File: src/rtl/isp8_alu_pkg.sv
// Shared definitions for the registered isp8 ALU: opcodes, FSM encoding and
// the helper that decides whether an operation needs the iterative engine.
package isp8_alu_pkg;

    localparam logic [3:0] OP_ADD  = 4'd0;
    localparam logic [3:0] OP_ADDC = 4'd1;
    localparam logic [3:0] OP_SUB  = 4'd2;
    localparam logic [3:0] OP_SUBC = 4'd3;
    localparam logic [3:0] OP_CMP  = 4'd4;
    localparam logic [3:0] OP_MOV  = 4'd5;
    localparam logic [3:0] OP_AND  = 4'd6;
    localparam logic [3:0] OP_OR   = 4'd7;
    localparam logic [3:0] OP_XOR  = 4'd8;
    localparam logic [3:0] OP_TEST = 4'd9;
    localparam logic [3:0] OP_ROR  = 4'd10;
    localparam logic [3:0] OP_ROL  = 4'd11;
    localparam logic [3:0] OP_RORC = 4'd12;
    localparam logic [3:0] OP_ROLC = 4'd13;
    localparam logic [3:0] OP_MUL  = 4'd14;
    localparam logic [3:0] OP_SHRN = 4'd15;

    typedef enum logic [1:0] {
        ST_IDLE    = 2'd0,
        ST_MUL_RUN = 2'd1,
        ST_SHR_RUN = 2'd2,
        ST_DONE    = 2'd3
    } state_e;

    // A shift by zero has nothing to iterate, so it completes like a logic op.
    function automatic logic is_multicycle(input logic [3:0] op, input logic [7:0] shamt);
        return (op == OP_MUL) || ((op == OP_SHRN) && (shamt != 8'd0));
    endfunction

endpackage

File: src/rtl/isp8_alu_seq_if.sv
// Core-to-ALU request/response bundle; the core drives master, the ALU is slave.
interface isp8_alu_seq_if #(
    parameter int DATA_WIDTH = 8
);
    // Handshake: an op is accepted on a rising edge where start_i && ready_o.
    // Operands are captured at that edge and ignored afterwards. valid_o is a
    // one-cycle pulse per accepted op; result/flag outputs hold until the next pulse.
    logic                  start_i;
    logic [3:0]            op_i;
    logic [DATA_WIDTH-1:0] a_i;
    logic [DATA_WIDTH-1:0] b_i;
    logic                  carry_i;
    logic                  ready_o;
    logic                  valid_o;
    logic [DATA_WIDTH-1:0] result_o;
    logic [DATA_WIDTH-1:0] result_hi_o;
    logic                  carry_o;
    logic                  zero_o;

    modport master (
        output start_i, op_i, a_i, b_i, carry_i,
        input  ready_o, valid_o, result_o, result_hi_o, carry_o, zero_o
    );

    modport slave (
        input  start_i, op_i, a_i, b_i, carry_i,
        output ready_o, valid_o, result_o, result_hi_o, carry_o, zero_o
    );

endinterface

File: src/rtl/isp8_alu_comb.sv
// Combinational single-cycle datapath: add/sub family, logic ops and 1-bit rotates.
module isp8_alu_comb
    import isp8_alu_pkg::*;
#(
    parameter int DATA_WIDTH = 8
) (
    input  logic [3:0]            op_i,
    input  logic [DATA_WIDTH-1:0] a_i,
    input  logic [DATA_WIDTH-1:0] b_i,
    input  logic                  carry_i,
    output logic [DATA_WIDTH-1:0] result_o,
    output logic                  carry_o
);
    localparam int W = DATA_WIDTH;

    logic [W:0] sum_w;
    logic [W:0] dif_w;

    always_comb begin
        // Bit W of the difference is the borrow: set whenever a - b (- c) < 0.
        sum_w    = {1'b0, a_i} + {1'b0, b_i} + {{W{1'b0}}, (op_i == OP_ADDC) & carry_i};
        dif_w    = {1'b0, a_i} - {1'b0, b_i} - {{W{1'b0}}, (op_i == OP_SUBC) & carry_i};
        result_o = a_i;
        carry_o  = carry_i;
        case (op_i)
            OP_ADD, OP_ADDC: begin
                result_o = sum_w[W-1:0];
                carry_o  = sum_w[W];
            end
            OP_SUB, OP_SUBC, OP_CMP: begin
                result_o = dif_w[W-1:0];
                carry_o  = dif_w[W];
            end
            OP_MOV:          result_o = b_i;
            OP_AND, OP_TEST: result_o = a_i & b_i;
            OP_OR:           result_o = a_i | b_i;
            OP_XOR:          result_o = a_i ^ b_i;
            OP_ROR:          result_o = {b_i[0], b_i[W-1:1]};
            OP_ROL:          result_o = {b_i[W-2:0], b_i[W-1]};
            OP_RORC: begin
                result_o = {carry_i, b_i[W-1:1]};
                carry_o  = b_i[0];
            end
            OP_ROLC: begin
                result_o = {b_i[W-2:0], carry_i};
                carry_o  = b_i[W-1];
            end
            default: ;
        endcase
    end

endmodule

File: src/rtl/isp8_alu_seq.sv
// Registered isp8 ALU: single-cycle ops complete in one cycle, MUL and SHRN
// iterate one step per clock under a small FSM.
module isp8_alu_seq
    import isp8_alu_pkg::*;
#(
    parameter int DATA_WIDTH = 8,
    parameter int SHAMT_W    = 3
) (
    input  logic              clk,
    input  logic              rst_n,
    isp8_alu_seq_if.slave     bus,
    output state_e            state_o
);
    localparam int W     = DATA_WIDTH;
    localparam int CNT_W = $clog2(DATA_WIDTH + 1);

    state_e           state_q, state_d;
    logic [CNT_W-1:0] cnt_q, cnt_d;
    logic [W-1:0]     opa_q, opa_d;
    logic [W-1:0]     acc_hi_q, acc_hi_d;
    logic [W-1:0]     acc_lo_q, acc_lo_d;
    logic [W-1:0]     result_q, result_d;
    logic [W-1:0]     result_hi_q, result_hi_d;
    logic             carry_q, carry_d;
    logic             zero_q, zero_d;
    logic             valid_q, valid_d;

    logic             ready;
    logic             accept;
    logic             cnt_last;
    logic [CNT_W-1:0] shamt_cnt;
    logic [W-1:0]     comb_result;
    logic             comb_carry;
    logic [W:0]       mul_sum;
    logic [W-1:0]     mul_hi_nx;
    logic [W-1:0]     mul_lo_nx;
    logic [W-1:0]     shr_nx;

    isp8_alu_comb #(.DATA_WIDTH(W)) u_comb (
        .op_i     (bus.op_i),
        .a_i      (bus.a_i),
        .b_i      (bus.b_i),
        .carry_i  (bus.carry_i),
        .result_o (comb_result),
        .carry_o  (comb_carry)
    );

    assign ready     = (state_q == ST_IDLE) || (state_q == ST_DONE);
    assign accept    = bus.start_i && ready;
    assign cnt_last  = (cnt_q == CNT_W'(1));
    assign shamt_cnt = CNT_W'(bus.b_i[SHAMT_W-1:0]);

    // Shift-add multiply: {acc_hi, acc_lo} starts as {0, b}; each step adds a
    // into the high half when the multiplier LSB is set, then shifts right.
    assign mul_sum   = {1'b0, acc_hi_q} + (acc_lo_q[0] ? {1'b0, opa_q} : {(W+1){1'b0}});
    assign mul_hi_nx = mul_sum[W:1];
    assign mul_lo_nx = {mul_sum[0], acc_lo_q[W-1:1]};
    assign shr_nx    = {1'b0, acc_lo_q[W-1:1]};

    always_comb begin
        state_d     = state_q;
        cnt_d       = cnt_q;
        opa_d       = opa_q;
        acc_hi_d    = acc_hi_q;
        acc_lo_d    = acc_lo_q;
        result_d    = result_q;
        result_hi_d = result_hi_q;
        carry_d     = carry_q;
        zero_d      = zero_q;
        valid_d     = 1'b0;
        case (state_q)
            ST_MUL_RUN: begin
                acc_hi_d = mul_hi_nx;
                acc_lo_d = mul_lo_nx;
                cnt_d    = cnt_q - CNT_W'(1);
                if (cnt_last) begin
                    state_d     = ST_DONE;
                    valid_d     = 1'b1;
                    result_d    = mul_lo_nx;
                    result_hi_d = mul_hi_nx;
                    carry_d     = |mul_hi_nx;
                    zero_d      = ~|mul_lo_nx;
                end
            end
            ST_SHR_RUN: begin
                acc_lo_d = shr_nx;
                cnt_d    = cnt_q - CNT_W'(1);
                if (cnt_last) begin
                    state_d     = ST_DONE;
                    valid_d     = 1'b1;
                    result_d    = shr_nx;
                    result_hi_d = '0;
                    carry_d     = acc_lo_q[0];
                    zero_d      = ~|shr_nx;
                end
            end
            default: begin
                // IDLE and DONE both accept; DONE falls back to IDLE otherwise.
                if (state_q == ST_DONE) state_d = ST_IDLE;
                if (accept) begin
                    if (is_multicycle(bus.op_i, 8'(bus.b_i[SHAMT_W-1:0]))) begin
                        opa_d    = bus.a_i;
                        acc_hi_d = '0;
                        if (bus.op_i == OP_MUL) begin
                            state_d  = ST_MUL_RUN;
                            cnt_d    = CNT_W'(W);
                            acc_lo_d = bus.b_i;
                        end else begin
                            state_d  = ST_SHR_RUN;
                            cnt_d    = shamt_cnt;
                            acc_lo_d = bus.a_i;
                        end
                    end else begin
                        valid_d     = 1'b1;
                        result_d    = comb_result;
                        result_hi_d = '0;
                        carry_d     = comb_carry;
                        zero_d      = ~|comb_result;
                    end
                end
            end
        endcase
    end

    always_ff @(posedge clk) begin
        if (!rst_n) begin
            state_q     <= ST_IDLE;
            cnt_q       <= '0;
            opa_q       <= '0;
            acc_hi_q    <= '0;
            acc_lo_q    <= '0;
            result_q    <= '0;
            result_hi_q <= '0;
            carry_q     <= 1'b0;
            zero_q      <= 1'b0;
            valid_q     <= 1'b0;
        end else begin
            state_q     <= state_d;
            cnt_q       <= cnt_d;
            opa_q       <= opa_d;
            acc_hi_q    <= acc_hi_d;
            acc_lo_q    <= acc_lo_d;
            result_q    <= result_d;
            result_hi_q <= result_hi_d;
            carry_q     <= carry_d;
            zero_q      <= zero_d;
            valid_q     <= valid_d;
        end
    end

    assign bus.ready_o     = ready;
    assign bus.valid_o     = valid_q;
    assign bus.result_o    = result_q;
    assign bus.result_hi_o = result_hi_q;
    assign bus.carry_o     = carry_q;
    assign bus.zero_o      = zero_q;
    assign state_o         = state_q;

endmodule
File: src/flat_wrapper.sv
// flat-port wrapper written by rule: the top's interface ports become plain ports
module isp8_alu_seq_flat import isp8_alu_pkg::*;
#(
    parameter int DATA_WIDTH = 8,
    parameter int SHAMT_W    = 3
)
  (clk, rst_n, state_o, bus_start_i, bus_op_i, bus_a_i, bus_b_i, bus_carry_i, bus_ready_o, bus_valid_o, bus_result_o, bus_result_hi_o, bus_carry_o, bus_zero_o);
  isp8_alu_seq_if #(.DATA_WIDTH(DATA_WIDTH)) bus_i ();
  input  logic clk;
  input  logic rst_n;
  output state_e state_o;
  input wire logic [$bits(bus_i.start_i)-1:0] bus_start_i;
  input wire logic [$bits(bus_i.op_i)-1:0] bus_op_i;
  input wire logic [$bits(bus_i.a_i)-1:0] bus_a_i;
  input wire logic [$bits(bus_i.b_i)-1:0] bus_b_i;
  input wire logic [$bits(bus_i.carry_i)-1:0] bus_carry_i;
  output wire logic [$bits(bus_i.ready_o)-1:0] bus_ready_o;
  output wire logic [$bits(bus_i.valid_o)-1:0] bus_valid_o;
  output wire logic [$bits(bus_i.result_o)-1:0] bus_result_o;
  output wire logic [$bits(bus_i.result_hi_o)-1:0] bus_result_hi_o;
  output wire logic [$bits(bus_i.carry_o)-1:0] bus_carry_o;
  output wire logic [$bits(bus_i.zero_o)-1:0] bus_zero_o;
  assign bus_i.start_i = bus_start_i;
  assign bus_i.op_i = bus_op_i;
  assign bus_i.a_i = bus_a_i;
  assign bus_i.b_i = bus_b_i;
  assign bus_i.carry_i = bus_carry_i;
  assign bus_ready_o = bus_i.ready_o;
  assign bus_valid_o = bus_i.valid_o;
  assign bus_result_o = bus_i.result_o;
  assign bus_result_hi_o = bus_i.result_hi_o;
  assign bus_carry_o = bus_i.carry_o;
  assign bus_zero_o = bus_i.zero_o;
  isp8_alu_seq #(.DATA_WIDTH(DATA_WIDTH), .SHAMT_W(SHAMT_W)) u_core (.clk(clk), .rst_n(rst_n), .bus(bus_i), .state_o(state_o));
endmodule
File: config.mk
export PLATFORM = sky130hd
export DESIGN_NAME = isp8_alu_seq_flat
export DESIGN_NICKNAME = d
export VERILOG_FILES = /design/src/rtl/isp8_alu_pkg.sv /design/src/rtl/isp8_alu_seq_if.sv /design/src/rtl/isp8_alu_comb.sv /design/src/rtl/isp8_alu_seq.sv /design/src/flat_wrapper.sv
export SDC_FILE = /design/constraint.sdc
export NUM_CORES = 1
export LEC_CHECK = 0
export BUFFER_PORTS_ARGS = -buffer_cell sky130_fd_sc_hd__clkbuf_2
export CORE_UTILIZATION = 60
export DETAILED_ROUTE_END_ITERATION = 8
export PLACE_DENSITY = 0.84
export RECOVER_POWER = 50
export SLEW_MARGIN = 15
export SYNTH_ARGS = -nofsm -noshare
export SYNTH_HDL_FRONTEND = slang
export SYNTH_HIERARCHICAL = 1
export SYNTH_SLANG_ARGS = --single-unit
export TNS_END_PERCENT = 100
File: constraint.sdc
create_clock -name clk -period 8.4 [get_ports clk]
set_clock_uncertainty 0.05 [all_clocks]
set_input_delay 0.42 -clock clk [delete_from_list [all_inputs] [get_ports clk]]
set_output_delay 0.42 -clock clk [all_outputs]
set_load 0.01 [all_outputs]
==> results.md <==
- Hold Path Stages: 3
- DR DRC count: 0
- Critical Path AT: 4.38 ns
- GPL Wtd Cong: 1.02
- R2R Path End: u_core/cnt_q[0]
- IO Count: 46
- Fin crit period: 4.18 ns
- Reg2reg setup slack: 5.25 ns
- Worst-path cell chain: clkbuf_2 > nor3_1 > nand3_1 > fa_1 > fa_1 > nor2b_1 > a211oi_1 > a31oi_1 > nor2_1 > o32a_1 > nor4_1 > nand2_1 > or4_1 > nand3_1 > o211a_1
- Post-synthesis mux area share: 4.05%
- Hold buffers post-CTS: 0
- Via count: 4490
- Starting Density: 61.8%
- Via density: 6.57
- Data required time at the worst endpoint: 8.60 ns
- Row count: 31
- CP delay by family, top: simple AND/OR/NAND/NOR gates
- Total power: 0.936 mW
- First-pass GRT wire length: 19600 µm
- Power Density: 198 nW/µm²
- Area contributors post-synth: dfxtp_1 22%, ha_1 12%, a21oi_1 5.1%, nor2_1 4.3%, mux2i_1 3.8%
- Critical path depth: 15
- Reg2Reg Depth: 7
- Largest family of logic cells by synthesized area: compound AO/OA/AOI/OAI gates
- FF-to-FF Start: u_core/state_o[0]
- Post-synth ARST share: 0%
- Max-slew headroom: 28.8%
- Element type at the critical path end: register
- DR iter-0 viols: 363
- Post-CTS resize count: 0
- Clk sink count: 49
- Post-Synth Adder-Cell Area: 14.5%
- Postcts setup bufs: 0
- Unique masters post-synth: 77
- NumNets Final: 655
- Final period util: 49.8%
- Hold Startpoint: bus_a_i[7]
- Max Fclk: 239 MHz
- Share of layout cells above drive strength 1: 7.71%
- Critical path class: in2reg
- WL per Instance: 18.5 µm
- Status: finished, final reports clean
- Pins Over Slew Limit: 0
- Pre-Repair DR Iteration Count: 6
- Antenna Cells: 0
- Most numerous cell in the Yosys netlist: nor2_1
- GRT Overall Usage: 32.3%
- Power share of the clock group: 18.2%
- Syn nets: 633
- P_int: 0.531 mW
- Worst-path clk slew: 0.09 ns
- P&R area growth vs syn: 5.61%
- Switch share: 43.3%
- Post-Synth XOR/XNOR Area: 2.73%
- Gate power share: 45.7%
- Setup WS post-layout: 4.22 ns
- Avg Cell Area, Syn: 7.99 µm²
- Worst vdd ir: 0.108 mV
- Post-synth EDFFs: 0
- Fin area: 4740 µm²
- Number of H-tree levels: 2
- Most used flip-flop cell after synthesis: dfxtp_1
- Antenna-violating nets left: 0
- Fill cells: 649
- Synth Area in Simple Gates: 20.8%
- Max-cap check violation count: 0
- CTS Buffer Depth: 2
- Worst Tran Pin Value: 1.06 ns
- Worst-Skew Late Latency: 0.31 ns
- Post-placement cell area: 4670 µm²
- Chip width: 88.5 µm
- Cts bufs inserted: 5
- Number of synthesis warnings: 6
- Minimum hold slack: 0.368 ns
- Flop pwr share: 36.1%
- Grt ovf: 0
- Hold Path End: u_core/opa_q[7]
- RSZ-0062 raised after global routing: false
- Slowest Stage Delay on Critical Path: 0.65 ns
- CP startpoint kind: input port
- #FFs+latches synth: 49
- Setup TNS: 0 ns
- WP buf/inv: 1
- Initial antenna violation count: 0
- Number of global-route vias before repair: 3924
- Critical Path Fanout Max: 30
- Commonest cells in the netlist: 51 x nor2_1, 49 x dfxtp_1, 46 x a21oi_1
- Dpl hpwl: 9110 µm
- Core Footprint: 7250 µm²
- Final Hold Fails: 0
- Clock Root Buffer: clkbuf_8
- Synth top area share: 21.9%
- Largest area contributor in the netlist: dfxtp_1
- Pin count of the biggest net entering global routing: 55
- Slowest CP cell: nor3_1
- Compound-cell area share of the yosys netlist: 29.1%
- Syn Std Cell Area: 4480 µm²
- Die H: 88.5 µm
- Lkg Pwr: 2.07 nW
- TritonCTS clock tree: done
- Drt total wl: 12600 µm
- DIE AREA: 7820 µm²
- Synth Instances: 561
- Hold WC Path Type: in2reg
- Setup Viol. Count Final: 0
- Worst slack, placed: 3.99 ns
- Psw: 0.405 mW
- Post-synthesis sequential area ratio: 21.9%
- Port Buf Inserts: 45
power groups by stage:
| stage | Clock, mW | Combinational, mW | Sequential [mW] |
|---|---|---|---|
| after detailed placement | 0 | 0.421 | 0.341 |
| after global routing | 0.182 | 0.465 | 0.345 |
| final | 0.171 | 0.427 | 0.338 |
| after CTS | 0.172 | 0.425 | 0.336 |
| after floorplan | 0 | 0.314 | 0.341 |
| after global placement | 0 | 0.409 | 0.337 |
cell type report:
class | instances | area, µm² | area share (%)
Timing Repair Buffer | 46 | 201 | 4.25
Clock buffer | 6 | 72.6 | 1.53
Sequential cell | 49 | 981 | 20.7
Tap cell | 99 | 124 | 2.62
Inverter | 37 | 139 | 2.93
Clock inverter | 2 | 38.8 | 0.819
Multi-Input combinational cell | 444 | 3180 | 67.1
registers in the layout, indices dropped and copies added, names as in the netlist:
signal	cells
u_core/acc_hi_q	8
u_core/acc_lo_q	8
u_core/bus.carry_o	1
u_core/bus.result_hi_o	8
u_core/bus.result_o	8
u_core/bus.valid_o	1
u_core/bus.zero_o	1
u_core/cnt_q	4
u_core/opa_q	8
u_core/state_o	2
worst reg2reg max path, delay by kind of cell, from the launching register on:
kind	cells	cell delay [ns]
flip-flops	1	0.38
AO/OA/AOI/OAI	1	0.31
buffers and inverters	2	0.73
adder cells (fa/ha/maj)	1	0.92
AND/OR/NAND/NOR	3	0.65
logic make-up after synthesis:
kind of cell	after synthesis
XOR/XNOR	14
adder cells (fa/ha/maj)	49
AO/OA/AOI/OAI	181
flip-flops	49
multiplexers	18
buffers and inverters	68
AND/OR/NAND/NOR	182
worst max path at each step:
| stage | start | to |
|---|---|---|
| 2_1_floorplan | bus_op_i[1] | u_core/bus.zero_o |
| 3_3_place_gp | bus_op_i[3] | u_core/bus.zero_o |
| 3_5_place_dp | bus_op_i[3] | u_core/bus.zero_o |
| 4_1_cts | bus_op_i[3] | u_core/bus.zero_o |
| 5_1_grt | bus_op_i[3] | u_core/bus.carry_o |
| 6_report | bus_op_i[3] | u_core/bus.zero_o |
placed cells by master, fill, tap and decap left out, types with 6 or more instances in the layout:
cell type and count:
a211oi_1 6, a21boi_0 11, a21o_1 7, a21oi_1 46, a221o_1 7, a221oi_1 7, a31oi_1 6, and2_1 8
clkbuf_1 24, clkbuf_2 23, dfxtp_1 49, ha_1 43, inv_1 37, mux2i_1 17, nand2_1 44, nand3_1 17
nor2_1 52, nor2b_1 12, nor3_1 15, o211a_1 8, o21a_1 8, o21ai_0 26, xnor2_1 9
routing by layer:
metal | GRT usage (%) | share of wire, % | vias up
met4 | 11.6 | 3.2 | 0
met5 | 0 | 0 | -
met1 | 42.0 | 40 | 2084
met3 | 4.10 | 9.6 | 54
li1 | - | - | 2079
met2 | 54.7 | 47 | 273
metrics by stage:
step,util (%),cells
6_report,65.3,683
4_1_cts,65.9,683
5_1_grt,65.3,683
3_5_place_dp,64.3,675
2_1_floorplan,-,561
3_3_place_gp,64.3,675
Power figures use the tool's default switching activity.
